$ cat config.mk
export PLATFORM = sky130hd
export DESIGN_NAME = filt_cic_interp
export DESIGN_NICKNAME = d
export VERILOG_FILES = /design/src/rtl/filt_cic_interp.sv
export SDC_FILE = /design/constraint.sdc
export NUM_CORES = 1
export LEC_CHECK = 0
export ABC_AREA = 1
export CORE_AREA = 2 2 119 63
export DETAILED_ROUTE_END_ITERATION = 8
export DIE_AREA = 0 0 121 65
export PLACE_DENSITY = 0.71
export SLEW_MARGIN = 10
export SYNTH_ARGS = -nofsm -noshare
export SYNTH_HDL_FRONTEND = slang
export SYNTH_SLANG_ARGS = --single-unit
$ cat constraint.sdc
create_clock -name i_clk -period 2.85 [get_ports i_clk]
set_input_delay 0.7125 -clock i_clk [delete_from_list [all_inputs] [get_ports i_clk]]
set_output_delay 0.7125 -clock i_clk [all_outputs]
set_load 0.02 [all_outputs]
$ cat src/rtl/filt_cic_interp.sv
// CIC interpolator: low-rate comb section, zero-stuffing upsampler and full-rate integrator section.
// Optional feature FILT_CIC_INTERP_OUP_REG_EN adds an output register (latency N+1, o_vld delayed by 2).
module filt_cic_interp #(
   parameter int gp_interpolation_factor = 4,
   parameter int gp_order                = 2,
   parameter int gp_diff_delay           = 1,
   parameter int gp_inp_width            = 8,
   parameter int gp_oup_width            = gp_inp_width
                                           + gp_order * $clog2(gp_interpolation_factor * gp_diff_delay)
                                           - $clog2(gp_interpolation_factor)
) (
   input  logic                           i_clk,
   input  logic                           i_rst,
   input  logic                           i_ena,
   input  logic signed [gp_inp_width-1:0] i_data,
   output logic                           o_in_req,
   output logic signed [gp_oup_width-1:0] o_data,
   output logic                           o_vld
);

   localparam int lp_w    = gp_inp_width + gp_order * $clog2(gp_interpolation_factor * gp_diff_delay);
   localparam int lp_ph_w = (gp_interpolation_factor > 1) ? $clog2(gp_interpolation_factor) : 1;

   localparam logic [lp_ph_w-1:0]    lp_ph_zero = {lp_ph_w{1'b0}};
   localparam logic [lp_ph_w-1:0]    lp_ph_one  = lp_ph_w'(1);
   localparam logic [lp_ph_w-1:0]    lp_ph_max  = lp_ph_w'(gp_interpolation_factor - 1);
   localparam logic signed [lp_w-1:0] lp_w_zero = {lp_w{1'b0}};

   logic [lp_ph_w-1:0]     phase_r;
   logic                   capture_s;
   logic signed [lp_w-1:0] comb_s  [0:gp_order];
   logic signed [lp_w-1:0] hist_r  [1:gp_order][0:gp_diff_delay-1];
   logic signed [lp_w-1:0] u_r;
   logic signed [lp_w-1:0] integ_r [1:gp_order];
   logic                   vld_r;

   assign capture_s = i_ena && (phase_r == lp_ph_zero);
   assign o_in_req  = capture_s;

   // Phase counter: counts enabled edges modulo R, frozen while i_ena is low
   always_ff @(posedge i_clk or posedge i_rst) begin
      if (i_rst) begin
         phase_r <= lp_ph_zero;
      end else if (i_ena) begin
         if (phase_r == lp_ph_max) begin
            phase_r <= lp_ph_zero;
         end else begin
            phase_r <= phase_r + lp_ph_one;
         end
      end
   end

   // Comb chain: each stage subtracts its input delayed by M captures
   always_comb begin
      comb_s[0] = lp_w'(i_data);
      for (int k = 1; k <= gp_order; k++) begin
         comb_s[k] = comb_s[k-1] - hist_r[k][gp_diff_delay-1];
      end
   end

   // Comb histories, shifted on capture edges only
   always_ff @(posedge i_clk or posedge i_rst) begin
      if (i_rst) begin
         for (int k = 1; k <= gp_order; k++) begin
            for (int j = 0; j < gp_diff_delay; j++) begin
               hist_r[k][j] <= lp_w_zero;
            end
         end
      end else if (capture_s) begin
         for (int k = 1; k <= gp_order; k++) begin
            hist_r[k][0] <= comb_s[k-1];
            for (int j = 1; j < gp_diff_delay; j++) begin
               hist_r[k][j] <= hist_r[k][j-1];
            end
         end
      end
   end

   // Zero-stuffing upsampler
   always_ff @(posedge i_clk or posedge i_rst) begin
      if (i_rst) begin
         u_r <= lp_w_zero;
      end else if (i_ena) begin
         u_r <= capture_s ? comb_s[gp_order] : lp_w_zero;
      end
   end

   // Integrator chain; wrap-around is intentional, the final result is exact modulo 2^W
   always_ff @(posedge i_clk or posedge i_rst) begin
      if (i_rst) begin
         for (int k = 1; k <= gp_order; k++) begin
            integ_r[k] <= lp_w_zero;
         end
      end else if (i_ena) begin
         integ_r[1] <= integ_r[1] + u_r;
         for (int k = 2; k <= gp_order; k++) begin
            integ_r[k] <= integ_r[k] + integ_r[k-1];
         end
      end
   end

`ifdef FILT_CIC_INTERP_OUP_REG_EN
   logic signed [gp_oup_width-1:0] oup_r;
   logic                           vld_d_r;

   // Output register with a two-stage valid pipeline kept aligned to it
   always_ff @(posedge i_clk or posedge i_rst) begin
      if (i_rst) begin
         oup_r   <= {gp_oup_width{1'b0}};
         vld_r   <= 1'b0;
         vld_d_r <= 1'b0;
      end else begin
         vld_r   <= i_ena;
         vld_d_r <= vld_r;
         if (i_ena) begin
            oup_r <= integ_r[gp_order][gp_oup_width-1:0];
         end
      end
   end

   assign o_data = oup_r;
   assign o_vld  = vld_d_r;
`else
   // Valid flag: registered copy of the enable
   always_ff @(posedge i_clk or posedge i_rst) begin
      if (i_rst) begin
         vld_r <= 1'b0;
      end else begin
         vld_r <= i_ena;
      end
   end

   assign o_data = integ_r[gp_order][gp_oup_width-1:0];
   assign o_vld  = vld_r;
`endif

endmodule

; Yosys cells after proc, flatten, opt, wreduce, memory -nomap -nowiden
; Index checks and enable logic that the tools add are counted.
[word_totals]
ff_bits = 56
latchBits = 0
ramBits = 0
romBits = 0
output_inout_bits = 12
mem_count = 0
[op_classes]
addsub = 5
n_mul = 0
div_mod_pow = 0
order_cmp = 0
n_eq_ne = 1
shifts = 0
n_mux = 2
bitwise = 0
n_reduce_logical = 2
[ops]
columns = cell, count
row1 = adder 12 bit, 2
row2 = 2-to-1 mux 12 bit, 1
row3 = subtractor 9 x 9 -> 10 bit, 1
row4 = subtractor 8 x 8 -> 9 bit, 1
row5 = "adder 2 x 1 -> 2 bit, second input constant", 1
row6 = "equality test 2 bit, second input constant", 1
row7 = logical NOT 2 bit, 1
row8 = 2-to-1 mux 2 bit, 1
row9 = logical AND 1 bit, 1

; Logic depth before layout (Yosys ltp)
[depth]
word_depth = 3
mapped_depth = 18
depth_no_buf = 18

; Worst setup path before layout
; No wires, ideal clock.
[synth_path]
path_kind = input -> register
start = in i_data[0]
end = reg u_r[10]
arrival_time_ns = 2.689
t_required_ns = 2.732
slack_ns = 0.044
cell_stages = 17
cell_sequence = inv_1 ha_1 inv_1 fa_1 nand3_1 nand3_2 nand3_1 nand3_1 and2_1 ha_1 nand2_1 nor2_1 nand3_1 nand3_1 nand2_1 nand3_1 nand2_1
[synth_lines]
columns = item, line
row1 = start: declaration, 15  ; input logic signed [gp_inp_width-1:0] i_data,
row2 = end signal: assignment, 82  ; u_r <= lp_w_zero;
row3 = end signal: assignment, 84  ; u_r <= capture_s ? comb_s[gp_order] : lp_w_zero;
row4 = end: declaration, 33  ; logic signed [lp_w-1:0] u_r;

==> tab_implementation.tex <==
\begin{tabular}{lr}
\hline
Metric & Value \\
\hline
\multicolumn{2}{l}{\textbf{Outcome}} \\
Outcome & finished clean \\
\multicolumn{2}{l}{\textbf{Placement}} \\
Placed standard-cell area & between 4000 and 5000 um2 \\
Number of I/O port buffers & 22 \\
Placer's final routability congestion estimate & 0.9648 \\
Number of cells after detailed placement & 635 \\
DP HPWL & 6.962 mm \\
Placement-stage worst setup slack & -591.9 ps \\
\multicolumn{2}{l}{\textbf{Finish}} \\
Share of post-route cells with drive strength above 1 & 16.24\% \\
Ant. Diodes & 0 \\
Post-route standard cell area excluding fillers & about 4600 um2 \\
Footprint of the flip-flops and latches & 1251 um2 \\
Final layout net count & around 600 \\
Number of cells in the finished layout apart from fillers & approximately 640 \\
Core occupancy in the finished layout & about two thirds \\
Fill cells & between 500 and 600 \\
Area of the multi-input gates & around 2300 um2 \\
Area growth from synthesis to layout & 23.60\% \\
\multicolumn{2}{l}{\textbf{Synth}} \\
Yosys warns & 0 \\
Mapped Avg Cell Area & 7.292 um2 \\
Most frequently used flop master after synthesis & sky130\_fd\_sc\_hd\_\_dfrtp\_1 \\
Seq/Total Area, Yosys & between 30\% and 40\% \\
Synth unique cells & 32 \\
Area of the mapped netlist & between 3000 and 4000 um2 \\
Number of enable-type register cells in the synthesized netlist & 0 \\
Total of flip-flops plus latches after synthesis & 50 \\
Asr flop ratio synth & between 90\% and 100\% \\
Gate count after technology mapping & roughly 510 \\
Net Count, Synth & around 560 \\
\multicolumn{2}{l}{\textbf{Die}} \\
Core ar. & 6964 um2 \\
Number of primary I/O pins & 23 \\
Floorplan die width & 121 um \\
Initial Utilization & 52.98\% \\
Full die area & slightly below 8000 um2 \\
Floorplan die height & 65 um \\
Row cnt & 22 \\
\multicolumn{2}{l}{\textbf{Timing}} \\
Worst clock skew & about 4.8 ps \\
Final Setup Violations & 0 \\
Worst path setup slack after routing & 24.82 ps \\
Final worst path period share & slightly below 100\% \\
Final Max Slew Viols & 0 \\
Final hold violation count & 0 \\
Post-layout minimum cycle time & 2825 ps \\
Max-Slew Margin vs Limit & roughly three fifths \\
Actual transition at the worst max-transition pin & around 600 ps \\
Highest clock rate & roughly 350 MHz \\
RSZ-0062 raised after global routing & true \\
\multicolumn{2}{l}{\textbf{Global route}} \\
Total congestion overflow & 0 \\
Pin count of the biggest net entering global routing & 37 \\
Vias in the first global route & a little over 3,000 \\
Wire length of the first global-routing pass & between 15 and 20 mm \\
Initial antenna violation count & 0 \\
Total track usage & 25.48\% \\
\multicolumn{2}{l}{\textbf{Clocking}} \\
Buffer depth of the longest clock path & 2 \\
Clock-pin slew on the worst setup and hold paths & 70 ps \\
Insertion delay to the later sink of the worst-skew pair & $\sim$300 ps \\
Root Driver & sky130\_fd\_sc\_hd\_\_clkbuf\_16 \\
Deepest level of the CTS H-tree & 2 \\
Number of buffers inserted for hold repair after clock tree synthesis & 0 \\
Clock buffers created by TritonCTS & 5 \\
Number of sinks driven by the clock tree & 50 \\
TritonCTS clock tree & yes \\
\multicolumn{2}{l}{\textbf{Worst setup path}} \\
Largest driver fanout on the critical path & 4 \\
CP Class & primary input to flop \\
Worst Path Required & around 3000 ps \\
Crit. End Element & flop \\
CP startpoint kind & primary input \\
Crit path arrival time & roughly 3000 ps \\
\multicolumn{2}{l}{\textbf{Drt}} \\
1st-iter DRT viols & approximately 250 \\
WL/cell & approximately 15 um \\
Routed via count & roughly 3,300 \\
Total detailed-routing wirelength & around 9.5 mm \\
Antenna-violating nets left & 0 \\
Pre-antenna DRT Iters & 4 \\
Drc violations & 0 \\
Routed via count divided by cell count & roughly 5.2 \\
\multicolumn{2}{l}{\textbf{Worst hold path}} \\
Class of the tightest hold or removal check & flop to flop \\
\multicolumn{2}{l}{\textbf{Job}} \\
MaxCap Viol Count & 0 \\
\hline
\end{tabular}
==> Yosys cell counts, types with 4 or more instances <==
master                    count  area, um2
sky130_fd_sc_hd__nand2_1    171      641.9
sky130_fd_sc_hd__inv_1       70      262.8
sky130_fd_sc_hd__xnor2_1      4      35.03
sky130_fd_sc_hd__fa_1         4      80.08
sky130_fd_sc_hd__buf_4       11      82.58
sky130_fd_sc_hd__o21ai_1      6      30.03
sky130_fd_sc_hd__dfrtp_1     50       1251
sky130_fd_sc_hd__nor2_1      21      78.83
sky130_fd_sc_hd__ha_1        37      462.9
sky130_fd_sc_hd__buf_2        4      20.02
sky130_fd_sc_hd__a21oi_1     22      110.1
sky130_fd_sc_hd__nand3_1     36      180.2
sky130_fd_sc_hd__o21ai_0     30      150.1
sky130_fd_sc_hd__xor2_1       6      52.55
==> state kept, by name, summed over array words and instances (netlist names) <==
signal and flops:
integ_r 10, u_r 10, phase_r 2, o_data 10, o_vld 1, hist_r 17
==> per-stage QoR <==
step,hold WS (ps),TNS [ps]
global route,503.5,-298.3
CTS,487.3,0
detailed placement,469.8,-3249
finish,489.6,0
floorplan,449.1,0
global placement,465.6,-2683
==> final cells by class <==
| type | instances | area share (%) |
|---|---|---|
| inverter | 71 | 5.844 |
| timing repair buffer | 53 | 10.34 |
| clock inverter | 1 | 0.6584 |
| tap | 96 | 2.634 |
| clock buffer | 7 | 2.908 |
| multi-input combinational | 366 | 50.18 |
| sequential | 50 | 27.43 |
==> final timing paths <==
path,slack [ps],from,endpoint,cells past startpoint
worst max-delay path,20,i_data[0],u_r[7],16
worst min register to register,490,hist_r[5],hist_r[5],2
worst max register to register,320,hist_r[12],u_r[7],14
min in group asynchronous,780,i_rst,integ_r[14],2
max in group asynchronous,1510,i_rst,o_data[7],3
worst min-delay path,490,hist_r[5],hist_r[5],2
==> placed cells by master, fill, tap and decap left out, types with 3 or more instances in the layout <==
master and instances:
sky130_fd_sc_hd__a21oi_1 17, sky130_fd_sc_hd__a21oi_2 4, sky130_fd_sc_hd__a31oi_1 3, sky130_fd_sc_hd__buf_4 28, sky130_fd_sc_hd__clkbuf_16 5, sky130_fd_sc_hd__clkdlybuf4s50_1 18
sky130_fd_sc_hd__dfrtp_1 50, sky130_fd_sc_hd__dlygate4sd2_1 3, sky130_fd_sc_hd__fa_1 3, sky130_fd_sc_hd__ha_1 26, sky130_fd_sc_hd__ha_4 9, sky130_fd_sc_hd__inv_1 65
sky130_fd_sc_hd__inv_2 6, sky130_fd_sc_hd__nand2_1 163, sky130_fd_sc_hd__nand2_2 8, sky130_fd_sc_hd__nand3_1 32, sky130_fd_sc_hd__nand3_2 4, sky130_fd_sc_hd__nand4_1 3
sky130_fd_sc_hd__nor2_1 20, sky130_fd_sc_hd__o21ai_0 28, sky130_fd_sc_hd__o21ai_1 7, sky130_fd_sc_hd__o21ai_2 4, sky130_fd_sc_hd__o21bai_1 3, sky130_fd_sc_hd__xnor2_1 4
sky130_fd_sc_hd__xor2_1 4
==> worst max-delay path: stages <==
cell                            delay [ps]
sky130_fd_sc_hd__dlygate4sd2_1         240
sky130_fd_sc_hd__inv_2                  70
sky130_fd_sc_hd__ha_4                  120
sky130_fd_sc_hd__inv_2                  40
sky130_fd_sc_hd__fa_2                  380
sky130_fd_sc_hd__nand3_4               100
sky130_fd_sc_hd__nand3_4                90
sky130_fd_sc_hd__buf_6                 140
sky130_fd_sc_hd__xor2_4                190
sky130_fd_sc_hd__ha_4                  250
sky130_fd_sc_hd__a21oi_4               150
sky130_fd_sc_hd__nor2_1                 60
sky130_fd_sc_hd__nor2_1                180
sky130_fd_sc_hd__nand3_1               140
sky130_fd_sc_hd__nand2_1                80
sky130_fd_sc_hd__o21ai_1                60
==> routing by layer <==
metal / wire [um] / up-vias / track usage [%] / share of wire, %
met4: 165 / 0 / 5.669 / 1.7
met3: 610 / 17 / 5.634 / 6.4
met2: 3736 / 110 / 33.50 / 39
li1: - / 1678 / - / -
met5: 0 / - / 0 / 0
met1: 5020 / 1529 / 41.22 / 53
==> logic make-up (layout without fill, tap and decap cells) <==
group	after synthesis	in the layout	share of synthesized area [%]
flops	50	50	33.91
fa+ha+maj	41	41	14.72
compound gates	72	72	10.72
xor+xnor	10	10	2.374
simple gates	243	243	27.20
buf+inv	90	132	11.09
==> what timing repair did <==
item                                    4_1_cts  5_1_grt
resized for setup                            33       23
buffers inserted                              1        0
pin swaps                                    19       12
gates cloned                                  0        0
endpoints found under the setup margin        6        4
Power is left out: the tool's default activity adds up to more than one toggle a clock period on the data nets, which glitch-free logic cannot reach.
